### config.mk
export PLATFORM = sky130hd
export DESIGN_NAME = obstacle_field_ctrl
export DESIGN_NICKNAME = d
export VERILOG_FILES = /design/src/rtl/obstacle_field_ctrl.sv
export SDC_FILE = /design/constraint.sdc
export NUM_CORES = 1
export LEC_CHECK = 0
export CAP_MARGIN = 5
export CORE_AREA = 2 2 270 192
export CTS_CLUSTER_DIAMETER = 150
export DETAILED_ROUTE_END_ITERATION = 8
export DIE_AREA = 0 0 272 194
export DONT_BUFFER_PORTS = 1
export PLACE_DENSITY = 0.7
export SYNTH_ARGS = -nofsm -noshare
export SYNTH_HDL_FRONTEND = slang
export SYNTH_SLANG_ARGS = --single-unit
### constraint.sdc
create_clock -name clk -period 25.9 [get_ports clk]
set_input_delay 6.475 -clock clk [delete_from_list [all_inputs] [get_ports clk]]
set_output_delay 6.475 -clock clk [all_outputs]
set_load 0.05 [all_outputs]
### src/rtl/obstacle_field_ctrl.sv
// Obstacle field game-state stage: scrolls, retires and spawns obstacles once
// per frame tick, feeding registered slot geometry to the renderer.
//
// mode | meaning
// 00   | menu  : field cleared every clock, pass counter and spawn gap reset
// 01   | run   : on frame_tick move, retire and spawn
// 10   | pause : everything holds, ticks ignored
// 11   | over  : everything holds, ticks ignored
module obstacle_field_ctrl #(
  parameter int          NUM_OBS   = 10,
  parameter int          SCREEN_W  = 640,
  parameter int          SCREEN_H  = 480,
  parameter int          OBS_W     = 40,
  parameter int          OBS_H     = 40,
  parameter int          SPEED     = 4,
  parameter int          SPAWN_GAP = 80,
  parameter logic [15:0] LFSR_SEED = 16'hACE1
) (
  input  logic                    clk,
  input  logic                    rst_n,
  input  logic                    frame_tick,
  input  logic [1:0]              gamemode,
  output logic [NUM_OBS-1:0][9:0] obstacle_x_game_left,
  output logic [NUM_OBS-1:0][9:0] obstacle_x_game_right,
  output logic [NUM_OBS-1:0][8:0] obstacle_y_game_up,
  output logic [NUM_OBS-1:0][8:0] obstacle_y_game_down,
  output logic [NUM_OBS-1:0]      obs_active,
  output logic [15:0]             obs_passed
);

  typedef enum logic [1:0] {
    MODE_MENU  = 2'b00,
    MODE_RUN   = 2'b01,
    MODE_PAUSE = 2'b10,
    MODE_OVER  = 2'b11
  } mode_t;

  localparam int GAP_W = $clog2(SPAWN_GAP + SPEED + 1);

  localparam logic [9:0]       X_PARK    = 10'(SCREEN_W);
  localparam logic [9:0]       X_SPAWN_R = 10'(SCREEN_W + OBS_W);
  localparam logic [9:0]       X_STEP    = 10'(SPEED);
  localparam logic [8:0]       Y_MAX     = 9'(SCREEN_H - OBS_H);
  localparam logic [8:0]       Y_HEIGHT  = 9'(OBS_H);
  localparam logic [GAP_W-1:0] GAP_FULL  = GAP_W'(SPAWN_GAP);
  localparam logic [GAP_W-1:0] GAP_STEP  = GAP_W'(SPEED);

  logic [NUM_OBS-1:0][9:0] left_q,  left_nxt;
  logic [NUM_OBS-1:0][9:0] right_q, right_nxt;
  logic [NUM_OBS-1:0][8:0] up_q,    up_nxt;
  logic [NUM_OBS-1:0][8:0] down_q,  down_nxt;
  logic [NUM_OBS-1:0]      active_q, active_nxt;
  logic [15:0]             passed_q, passed_nxt;
  logic [GAP_W-1:0]        gap_q,    gap_nxt;
  logic [15:0]             lfsr_q,   lfsr_nxt;

  mode_t                   mode;
  logic [NUM_OBS-1:0]      free_mask;
  logic [NUM_OBS-1:0]      spawn_oh;
  logic [8:0]              y_raw;
  logic [8:0]              y_spawn;
  logic [15:0]             lfsr_adv;
  logic [GAP_W-1:0]        gap_sum;

  assign mode      = mode_t'(gamemode);
  // Spawn target is chosen from the pre-tick mask, so a slot retiring this
  // tick is not reused until the following tick.
  assign free_mask = ~active_q;
  assign spawn_oh  = free_mask & (~free_mask + {{(NUM_OBS-1){1'b0}}, 1'b1});
  // Fold the 9-bit LFSR slice into 0..Y_MAX so the obstacle stays on screen.
  assign y_raw     = lfsr_q[8:0];
  assign y_spawn   = (y_raw > Y_MAX) ? (y_raw - (Y_MAX + 9'd1)) : y_raw;
  assign lfsr_adv  = {lfsr_q[14:0], lfsr_q[15] ^ lfsr_q[13] ^ lfsr_q[12] ^ lfsr_q[10]};
  assign gap_sum   = gap_q + GAP_STEP;

  // Next-state: per-mode field update, RUN work only on frame_tick.
  always_comb begin
    left_nxt   = left_q;
    right_nxt  = right_q;
    up_nxt     = up_q;
    down_nxt   = down_q;
    active_nxt = active_q;
    passed_nxt = passed_q;
    gap_nxt    = gap_q;
    lfsr_nxt   = lfsr_q;

    unique case (mode)
      MODE_MENU: begin
        for (int i = 0; i < NUM_OBS; i++) begin
          left_nxt[i]  = X_PARK;
          right_nxt[i] = X_PARK;
          up_nxt[i]    = 9'd0;
          down_nxt[i]  = 9'd0;
        end
        active_nxt = '0;
        passed_nxt = 16'd0;
        gap_nxt    = GAP_FULL;
      end
      MODE_RUN: begin
        if (frame_tick) begin
          for (int i = 0; i < NUM_OBS; i++) begin
            if (active_q[i]) begin
              if (right_q[i] <= X_STEP) begin
                left_nxt[i]   = X_PARK;
                right_nxt[i]  = X_PARK;
                up_nxt[i]     = 9'd0;
                down_nxt[i]   = 9'd0;
                active_nxt[i] = 1'b0;
                if (passed_nxt != 16'hFFFF) passed_nxt = passed_nxt + 16'd1;
              end else begin
                right_nxt[i] = right_q[i] - X_STEP;
                left_nxt[i]  = (left_q[i] >= X_STEP) ? (left_q[i] - X_STEP) : 10'd0;
              end
            end
          end
          if ((gap_q >= GAP_FULL) && (|free_mask)) begin
            for (int i = 0; i < NUM_OBS; i++) begin
              if (spawn_oh[i]) begin
                left_nxt[i]   = X_PARK;
                right_nxt[i]  = X_SPAWN_R;
                up_nxt[i]     = y_spawn;
                down_nxt[i]   = y_spawn + Y_HEIGHT;
                active_nxt[i] = 1'b1;
              end
            end
            gap_nxt  = GAP_STEP;
            lfsr_nxt = lfsr_adv;
          end else begin
            gap_nxt = (gap_sum >= GAP_FULL) ? GAP_FULL : gap_sum;
          end
        end
      end
      default: begin
      end
    endcase
  end

  // State register; reset parks every slot and reloads the spawn gap and LFSR.
  always_ff @(posedge clk or negedge rst_n) begin
    if (!rst_n) begin
      for (int i = 0; i < NUM_OBS; i++) begin
        left_q[i]  <= X_PARK;
        right_q[i] <= X_PARK;
        up_q[i]    <= 9'd0;
        down_q[i]  <= 9'd0;
      end
      active_q <= '0;
      passed_q <= 16'd0;
      gap_q    <= GAP_FULL;
      lfsr_q   <= LFSR_SEED;
    end else begin
      left_q   <= left_nxt;
      right_q  <= right_nxt;
      up_q     <= up_nxt;
      down_q   <= down_nxt;
      active_q <= active_nxt;
      passed_q <= passed_nxt;
      gap_q    <= gap_nxt;
      lfsr_q   <= lfsr_nxt;
    end
  end

  assign obstacle_x_game_left  = left_q;
  assign obstacle_x_game_right = right_q;
  assign obstacle_y_game_up    = up_q;
  assign obstacle_y_game_down  = down_q;
  assign obs_active            = active_q;
  assign obs_passed            = passed_q;

endmodule

==> results of run 1 <==
cell type report:
cell class | count | area (µm²)
sequential | 427 | 10700
clock buffer | 60 | 1220
tap | 674 | 843
fill | 4410 | 20800
timing repair buffer | 42 | 315
inverter | 96 | 360
multi-input combinational | 2565 | 15700
antenna | 1 | 2.50
clock inverter | 19 | 240
state kept, by name, summed over array words and instances, names as in the netlist:
register	flops
obs_active	10
obstacle_x_game_left	100
obstacle_y_game_up	90
obs_passed	16
obstacle_y_game_down	90
gap_q	5
lfsr_q	16
obstacle_x_game_right	100
layout by cell type, fill, tap and decap left out, types with 20 or more instances in the layout:
master / instances
sky130_fd_sc_hd__nor3_1: 121
sky130_fd_sc_hd__nand2_1: 499
sky130_fd_sc_hd__a21o_1: 44
sky130_fd_sc_hd__clkbuf_16: 43
sky130_fd_sc_hd__o211ai_1: 31
sky130_fd_sc_hd__or3_1: 35
sky130_fd_sc_hd__dfrtp_1: 377
sky130_fd_sc_hd__nand2b_1: 26
sky130_fd_sc_hd__a22o_1: 39
sky130_fd_sc_hd__xor2_1: 38
sky130_fd_sc_hd__o21ai_1: 31
sky130_fd_sc_hd__o21ai_0: 368
sky130_fd_sc_hd__ha_1: 54
sky130_fd_sc_hd__o31ai_1: 42
sky130_fd_sc_hd__a21oi_1: 132
sky130_fd_sc_hd__nand4_1: 53
sky130_fd_sc_hd__mux2i_1: 26
sky130_fd_sc_hd__mux2_2: 20
sky130_fd_sc_hd__inv_1: 96
sky130_fd_sc_hd__and2_1: 64
sky130_fd_sc_hd__a31oi_1: 44
sky130_fd_sc_hd__nor4_1: 48
sky130_fd_sc_hd__dfstp_2: 50
sky130_fd_sc_hd__nor2_1: 240
sky130_fd_sc_hd__and3_1: 23
sky130_fd_sc_hd__buf_4: 42
sky130_fd_sc_hd__xnor2_1: 81
sky130_fd_sc_hd__nand3_1: 95
path summary, 6_finish.rpt:
check | startpoint | to | slack [ns] | depth (start not counted)
max in group asynchronous | rst_n | obstacle_x_game_left[46] | 19.63 | 0
worst max register to register | obs_passed[0] | obs_passed[11] | 6.08 | 63
worst max-delay path | obs_passed[0] | obs_passed[11] | 6.08 | 63
worst min-delay path | lfsr_q[14] | lfsr_q[15] | 0.47 | 2
min in group asynchronous | rst_n | obstacle_y_game_down[74] | 5.58 | 0
worst min register to register | lfsr_q[14] | lfsr_q[15] | 0.47 | 2
through the flow:
stage	setup slack (ns)	utilization (%)	area, µm²	hold slack, ns
after detailed placement	6.64	55.7	27900	0.454
after floorplan	10.62	-	27300	0.439
after global routing	4.26	58.6	29400	0.494
after global placement	7.33	55.7	27900	0.445
final	6.08	58.6	29400	0.467
after CTS	6.51	58.6	29400	0.469
metal layers:
layer,global-route usage (%),wire length (µm)
met3,9.63,10900
met4,9.32,2590
met5,0,0
met2,53.4,42000
met1,53.6,43200
critical path, delay by kind of cell (launching register included):
| family | cells | cell delay, ns |
|---|---|---|
| fa+ha+maj | 8 | 2.72 |
| flops | 1 | 0.82 |
| compound gates | 21 | 6.33 |
| mux | 2 | 0.83 |
| simple gates | 22 | 6.75 |
| xor+xnor | 5 | 1.58 |
| buf+inv | 5 | 0.60 |
power groups by stage:
stage	Combinational [mW]	Sequential (mW)	Clock, mW
after floorplan	0.122	0.777	0
after global placement	0.192	0.791	0
after detailed placement	0.199	0.792	0
after CTS	0.200	0.780	0.661
after global routing	0.222	0.784	0.688
final	0.208	0.782	0.657
logic make-up after synthesis:
kind of cell	share of synthesized area, %
compound gates	22.7
xor+xnor	4.20
fa+ha+maj	2.48
buf+inv	3.42
flops	39.4
mux	1.98
simple gates	25.9
==> results.md, run 1 <==
Synthesis:
- Summing every instance area after synthesis gives 0.0273 mm².
- The number of cells produced by synthesis is 3228.
- The share of the synthesized area in the top cell type is 34.6%.
- The commonest cells after synthesis are 500 x sky130_fd_sc_hd__nand2_1, 377 x sky130_fd_sc_hd__dfrtp_1, 373 x sky130_fd_sc_hd__o21ai_0.
- By instance count, the leading cell after synthesis is sky130_fd_sc_hd__nand2_1.
- The yosys synthesis warning count is 0.
- The async set or reset register ratio after synthesis is 100%.
- A synthesized cell averages 8.46 µm².
- The count of flip-flops with a built-in enable after synthesis is 0.
- Yosys attributes the largest share of cell area to sky130_fd_sc_hd__dfrtp_1 35%, sky130_fd_sc_hd__nand2_1 6.9%, sky130_fd_sc_hd__o21ai_0 6.8%.
- The most common flop cell mapped by yosys is sky130_fd_sc_hd__dfrtp_1.
- The cell taking the most area after synthesis is sky130_fd_sc_hd__dfrtp_1.
- The number of different library cells used by synthesis comes to 126.
- The synthesized netlist net count is 3287.
- The share of synthesized area occupied by flip-flops and latches is 39.4%.
- Synthesis inferred 427 register bits.

Run status:
- The run finished with clean final reports.

STA:
- In the finished design, the share of the clock period the worst path needs comes to 76.5%.
- The relative max-transition margin is 12.3%.
- The total count of hold-check failures in the final report is 0.
- The max-slew violation count is 0.
- Derived from the worst setup path, the maximum achievable clock frequency is 50.4 MHz.
- The aggregate negative setup slack is 0 ns.
- The final critical-path required period is 19.82 ns.
- Setup violations remaining at the end of the flow were counted as 0.
- Setup repair after global routing left no endpoint under its margin.
- The clock skew after layout is 0.0282 ns.
- The slew at the pin with the worst max-slew slack is 1.31 ns.

Die:
- The die is 272 µm wide.
- 411 I/O pins were placed.
- The floorplan step defined a die boundary enclosing 0.0528 mm².
- The total number of placement rows is 69.
- From bottom edge to top edge, the die measures 194 µm.
- The initial utilization of the core area, before any placement, comes to 54.4%.
- The floorplan step defined a core boundary enclosing 0.0502 mm².

Final layout:
- The final layout net count is 3234.
- The post-route netlist has 9.66% of its cells at a drive strength greater than 1.
- For this run, the number of standard cells in the final layout without fillers is 3884.
- The layout overhead on the synthesized area is 7.70%.

Setup path:
- The data arrival time of the critical path is 20.26 ns.
- Along the worst path, the maximum fanout reaches 13.
- The longest individual stage delay on the worst path is 0.84 ns.
- The required time of the worst setup path is 26.34 ns.
- Among the stages of the critical path, the cell type that occurs most often is sky130_fd_sc_hd__ha_1.
- The worst setup path is launched from a flop.
- The worst setup path is captured at a flop.
- The slowest stage of the critical path belongs to the cell sky130_fd_sc_hd__or4_1.
- The kind of critical path is reg -> reg.

Clock tree:
- The root buffer cell is sky130_fd_sc_hd__clkbuf_16.
- The clock tree buffer depth is 3.
- After clock tree synthesis, the clock-pin slew on the worst setup and hold paths is 0.07 ns.
- Counting every sink on the clock net gives 427.
- The CTS H-tree depth is 2.
- The later-pin clock latency in the skew report is 0.60 ns.
- TritonCTS built the clock tree.
- After clock tree synthesis, the setup repair step added 0 buffers.
- The hold buffer count at cts is 0.
- The number of gates resized after CTS was 0.
- The total clock buffers created by CTS is 43.

Placed design:
- The count of buffers added on input and output ports is 0.
- The routability congestion estimate is 0.939.
- The wire-length estimate of the detail-placed layout is 74.2 mm.
- The total instance count after detailed placement is 3804.

Routing:
- In the routed layout, each cell is associated on average with a via count of 6.81.
- The first detailed-routing pass took 6 iterations.
- The number of remaining DRC errors is 0.
- For this block, the initial DRC count from the detailed router was 2974.
- The number of vias after detailed routing is 26500.
- After detailed routing, the total wire length is 98.7 mm.
- The residual antenna-violating net count after detailed routing is 0.
- The detailed-route wire length per cell is 25.4 µm.

Global route:
- The initial antenna violation count is 0.
- The total global-route track usage is 36.5%.
- The largest net degree at the start of global routing is 428.
- The total overflow left after global routing is 0.
- The global-route wire length before repair is 151 mm.
- The number of global-route vias before repair is 24400.

Power and ir drop:
- The internal power summed over all cells is 1.12 mW.
- The power spent charging and discharging nets is 0.524 mW.
- The total power density per cell area is 56.0 mW/mm².
- The design draws 1.65 mW.
- In this run, the clock network consumes 39.9% of the power.
- The switching fraction of total power is 31.8%.
- The part of the total power dissipated in sequential elements is 47.5%.
- The reported leakage power is 11.8 nW.
- IR analysis of the VDD net gives a maximum drop of 0.0510 mV.
- The relative contribution of combinational cells to total power is 12.6%.

Flow run:
- The tool flagged a number of max-cap violations equal to 0.

Hold path:
- The path class of the tightest hold or removal check is reg -> reg.
No activity file was read; power rests on OpenSTA's default activity.
==> run 2: changes to the inputs <==
--- a/config.mk
+++ b/config.mk
@@ -11,7 +11,7 @@
 export DETAILED_ROUTE_END_ITERATION = 8
 export DIE_AREA = 0 0 272 194
 export DONT_BUFFER_PORTS = 1
-export PLACE_DENSITY = 0.7
+export PLACE_DENSITY = 0.73
 export SYNTH_ARGS = -nofsm -noshare
 export SYNTH_HDL_FRONTEND = slang
 export SYNTH_SLANG_ARGS = --single-unit
==> constraint.sdc (replaced) <==
create_clock -name clk -period 16.97 [get_ports clk]
set_input_delay 4.2425 -clock clk [delete_from_list [all_inputs] [get_ports clk]]
set_output_delay 4.2425 -clock clk [all_outputs]
set_load 0.05 [all_outputs]
==> run 2 against run 1 <==
  * The flow now finishes with violations (max-slew violations)
  * Clock power increased by 63%
  * Sequential cell count unchanged
  * Power increased by 57%
  * Routed wire length increased by 0.77%
  * Final cell count increased by 1.8%
  * Non-clock buffer count increased by 67
  * Cell area increased by 2.3%
  * Clock skew decreased by 0.013 ns
  * Clock-buffer cell count unchanged
==> results.md, run 2 (synthesis results as in run 1) <==
STA:
- Across all setup checks in the final design, the least slack found is 1.08 ns.
- The clock skew after layout is 0.0155 ns.
- Summed over all failing endpoints, the final setup total negative slack is 0 ns.
- The relative max-transition margin is -1.13%.
- Based on the critical path, the design can be clocked at up to 62.9 MHz.
- The slew at the pin with the worst max-slew slack is 1.52 ns.
- The max-slew violation count is 26.
- Setup violations remaining at the end of the flow were counted as 0.
- For the finished layout, the period the worst path requires is 15.89 ns.
- The total count of hold-check failures in the final report is 0.
- The final clock period utilization by the worst path is 93.6%.

Clock tree:
- The clock transition time at the flip-flop clock pins of the worst setup and hold paths is 0.06 ns.
- The clock tree buffer depth is 3.
- TritonCTS built the clock tree.
- The total clock buffers created by CTS is 43.
- The CTS H-tree depth is 2.
- The hold buffer count at cts is 0.
- Clock latency on the worst-skew pair, taken at its later pin, is 0.60 ns.
- The count of clock tree sinks is 427.
- The root buffer cell is sky130_fd_sc_hd__clkbuf_16.

Power and ir drop:
- The power spent charging and discharging nets is 0.795 mW.
- The share of total power dissipated in combinational logic is 12.5%.
- Internal power comes to 1.78 mW.
- The clock network power share is 41.5%.
- The reported leakage power is 12.1 nW.
- In this run switching power makes up 30.8% of total power.
- The total power density per cell area is 85.7 mW/mm².
- Per report_power, the sequential group accounts for 46.1% of the total.
- The largest vdd supply drop is 0.0957 mV.

Setup path:
- The cell occurring most often along the worst timing path is sky130_fd_sc_hd__ha_1.
- The cell with the largest stage delay on the worst path is sky130_fd_sc_hd__or4_4.
- The launching element type of the critical path is a flop.
- The total buffers and inverters traversed by the critical path is 9.
- STA puts the critical path data arrival time at 16.33 ns.
- The cell family contributing the most delay on the critical path is compound AO/OA/AOI/OAI gates.
- The critical path is of the reg -> reg type.
- STA puts the critical path data required time at 17.42 ns.
- For this run, the slowest stage of the critical path takes 0.70 ns.
- In this run the worst path has a maximum fanout of 11.
- The worst setup path is captured at a flop.

Die:
- The total number of placement rows is 69.
- The height of the die is 194 µm.
- Once the floorplan was initialized, standard cells occupied 54.4% of the core.
- The number of placed I/O pins is 411.
- The region available for standard cell placement spans 0.0502 mm².
- The width of the die is 272 µm.
- The die covers 0.0528 mm².

Routing:
- Before antenna repair, the detailed router went through 9 iterations.
- The number of vias after detailed routing is 26800.
- The total detailed-routing wirelength is 99.5 mm.
- The detailed-route wire length per cell is 25.2 µm.
- Once detail routing completed, the nets flagged for antenna violations numbered 0.
- The detailed router finished its first iteration with 2926 violations.
- For this run, design rule violations remaining after detail routing come to 0.
- After detailed routing, the number of vias per cell comes to 6.79.

Global route:
- The number of global-route vias before repair is 25000.
- The global-route wire length before repair is 153 mm.
- The initial antenna violation count is 0.
- The total overflow left after global routing is 0.
- Global routing consumed, over all layers together, 36.8% of the routing resources.
- Entering global routing, the biggest net connects 428 pins.

Hold path:
- The type of the tightest min-delay check is reg -> reg.

Flow run:
- Max-cap violations in this run came to 0.

Placed design:
- Routability-driven placement finished with a final weighted congestion of 1.00.
- Timing analysis after detailed placement gives a worst setup slack of 0.745 ns.
- The final HPWL from detailed placement is 74.3 mm.
- The count of buffers from port buffering is 0.

Final layout:
- The filler cells instantiated in the layout total 4363.
- Leaving out fill and tap cells, the most frequent cell in the layout is sky130_fd_sc_hd__nand2_1.
- In the layout the commonest cells are 499 x sky130_fd_sc_hd__nand2_1, 373 x sky130_fd_sc_hd__dfrtp_1, 368 x sky130_fd_sc_hd__o21ai_0, 240 x sky130_fd_sc_hd__nor2_1, 131 x sky130_fd_sc_hd__a21oi_1.
- The fraction of final layout cells with drive strength greater than 1 is 11.8%.
- The final layout net count is 3301.
- The post-route core utilization is 60.0%.
- The layout overhead on the synthesized area is 10.2%.

Run status:
- The run finished, with violations left.
- The checks that failed: max-slew violations.
run 2: metal layers:
layer | global-route usage (%) | part of all wire, %
met2 | 54.1 | 43
met1 | 51.8 | 42
met3 | 10.9 | 12
met4 | 12.2 | 3.4
met5 | 0 | 0
run 2: cell type report:
class	count	area [µm²]	area share (%)
multi-input combinational	2565	15700	52.2
inverter	96	360	1.20
antenna	1	2.50	0.00832
clock buffer	60	1230	4.09
sequential	427	10800	35.8
tap	674	843	2.80
timing repair buffer	109	818	2.72
clock inverter	20	359	1.19
run 2: final timing paths:
check	start	endpoint	slack [ns]	cells after the start
setup / recovery	obs_passed[5]	obs_passed[4]	1.08	64
hold / removal	lfsr_q[11]	lfsr_q[11]	0.46	2
setup reg to reg	obs_passed[5]	obs_passed[4]	1.08	64
hold reg to reg	lfsr_q[11]	lfsr_q[11]	0.46	2
max in group asynchronous	rst_n	obstacle_x_game_left[98]	12.40	0
min in group asynchronous	rst_n	obstacle_y_game_down[30]	3.34	0
run 2: power by group through the flow:
stage | Clock [mW] | Combinational, mW | Sequential, mW
final | 1.07 | 0.321 | 1.19
after detailed placement | 0 | 0.308 | 1.20
after global placement | 0 | 0.297 | 1.20
after floorplan | 0 | 0.187 | 1.19
after CTS | 1.08 | 0.310 | 1.19
after global routing | 1.12 | 0.346 | 1.19
run 2: worst reg2reg max path: cells and delay by family (launching register included):
kind,cells,cell delay (ns)
XOR/XNOR,5,1.09
AO/OA/AOI/OAI,22,5.51
buffers and inverters,9,1.41
multiplexers,1,0.35
adder cells (fa/ha/maj),6,1.66
flip-flops,1,0.32
AND/OR/NAND/NOR,21,5.43
run 2: timing repair:
item                                    CTS  global route
buffers inserted                          0             4
endpoints found under the setup margin    0            16
resized for setup                         0            12
run 2: through the flow:
stage | area [µm²] | power (mW) | hold slack (ns) | cells
finish | 30100 | 2.58 | 0.462 | 3952
global route | 30100 | 2.66 | 0.493 | 3951
CTS | 30000 | 2.58 | 0.465 | 3947
detailed placement | 28400 | 1.51 | 0.453 | 3867
global placement | 28400 | 1.50 | 0.448 | 3867
floorplan | 27300 | 1.37 | 0.439 | 3228
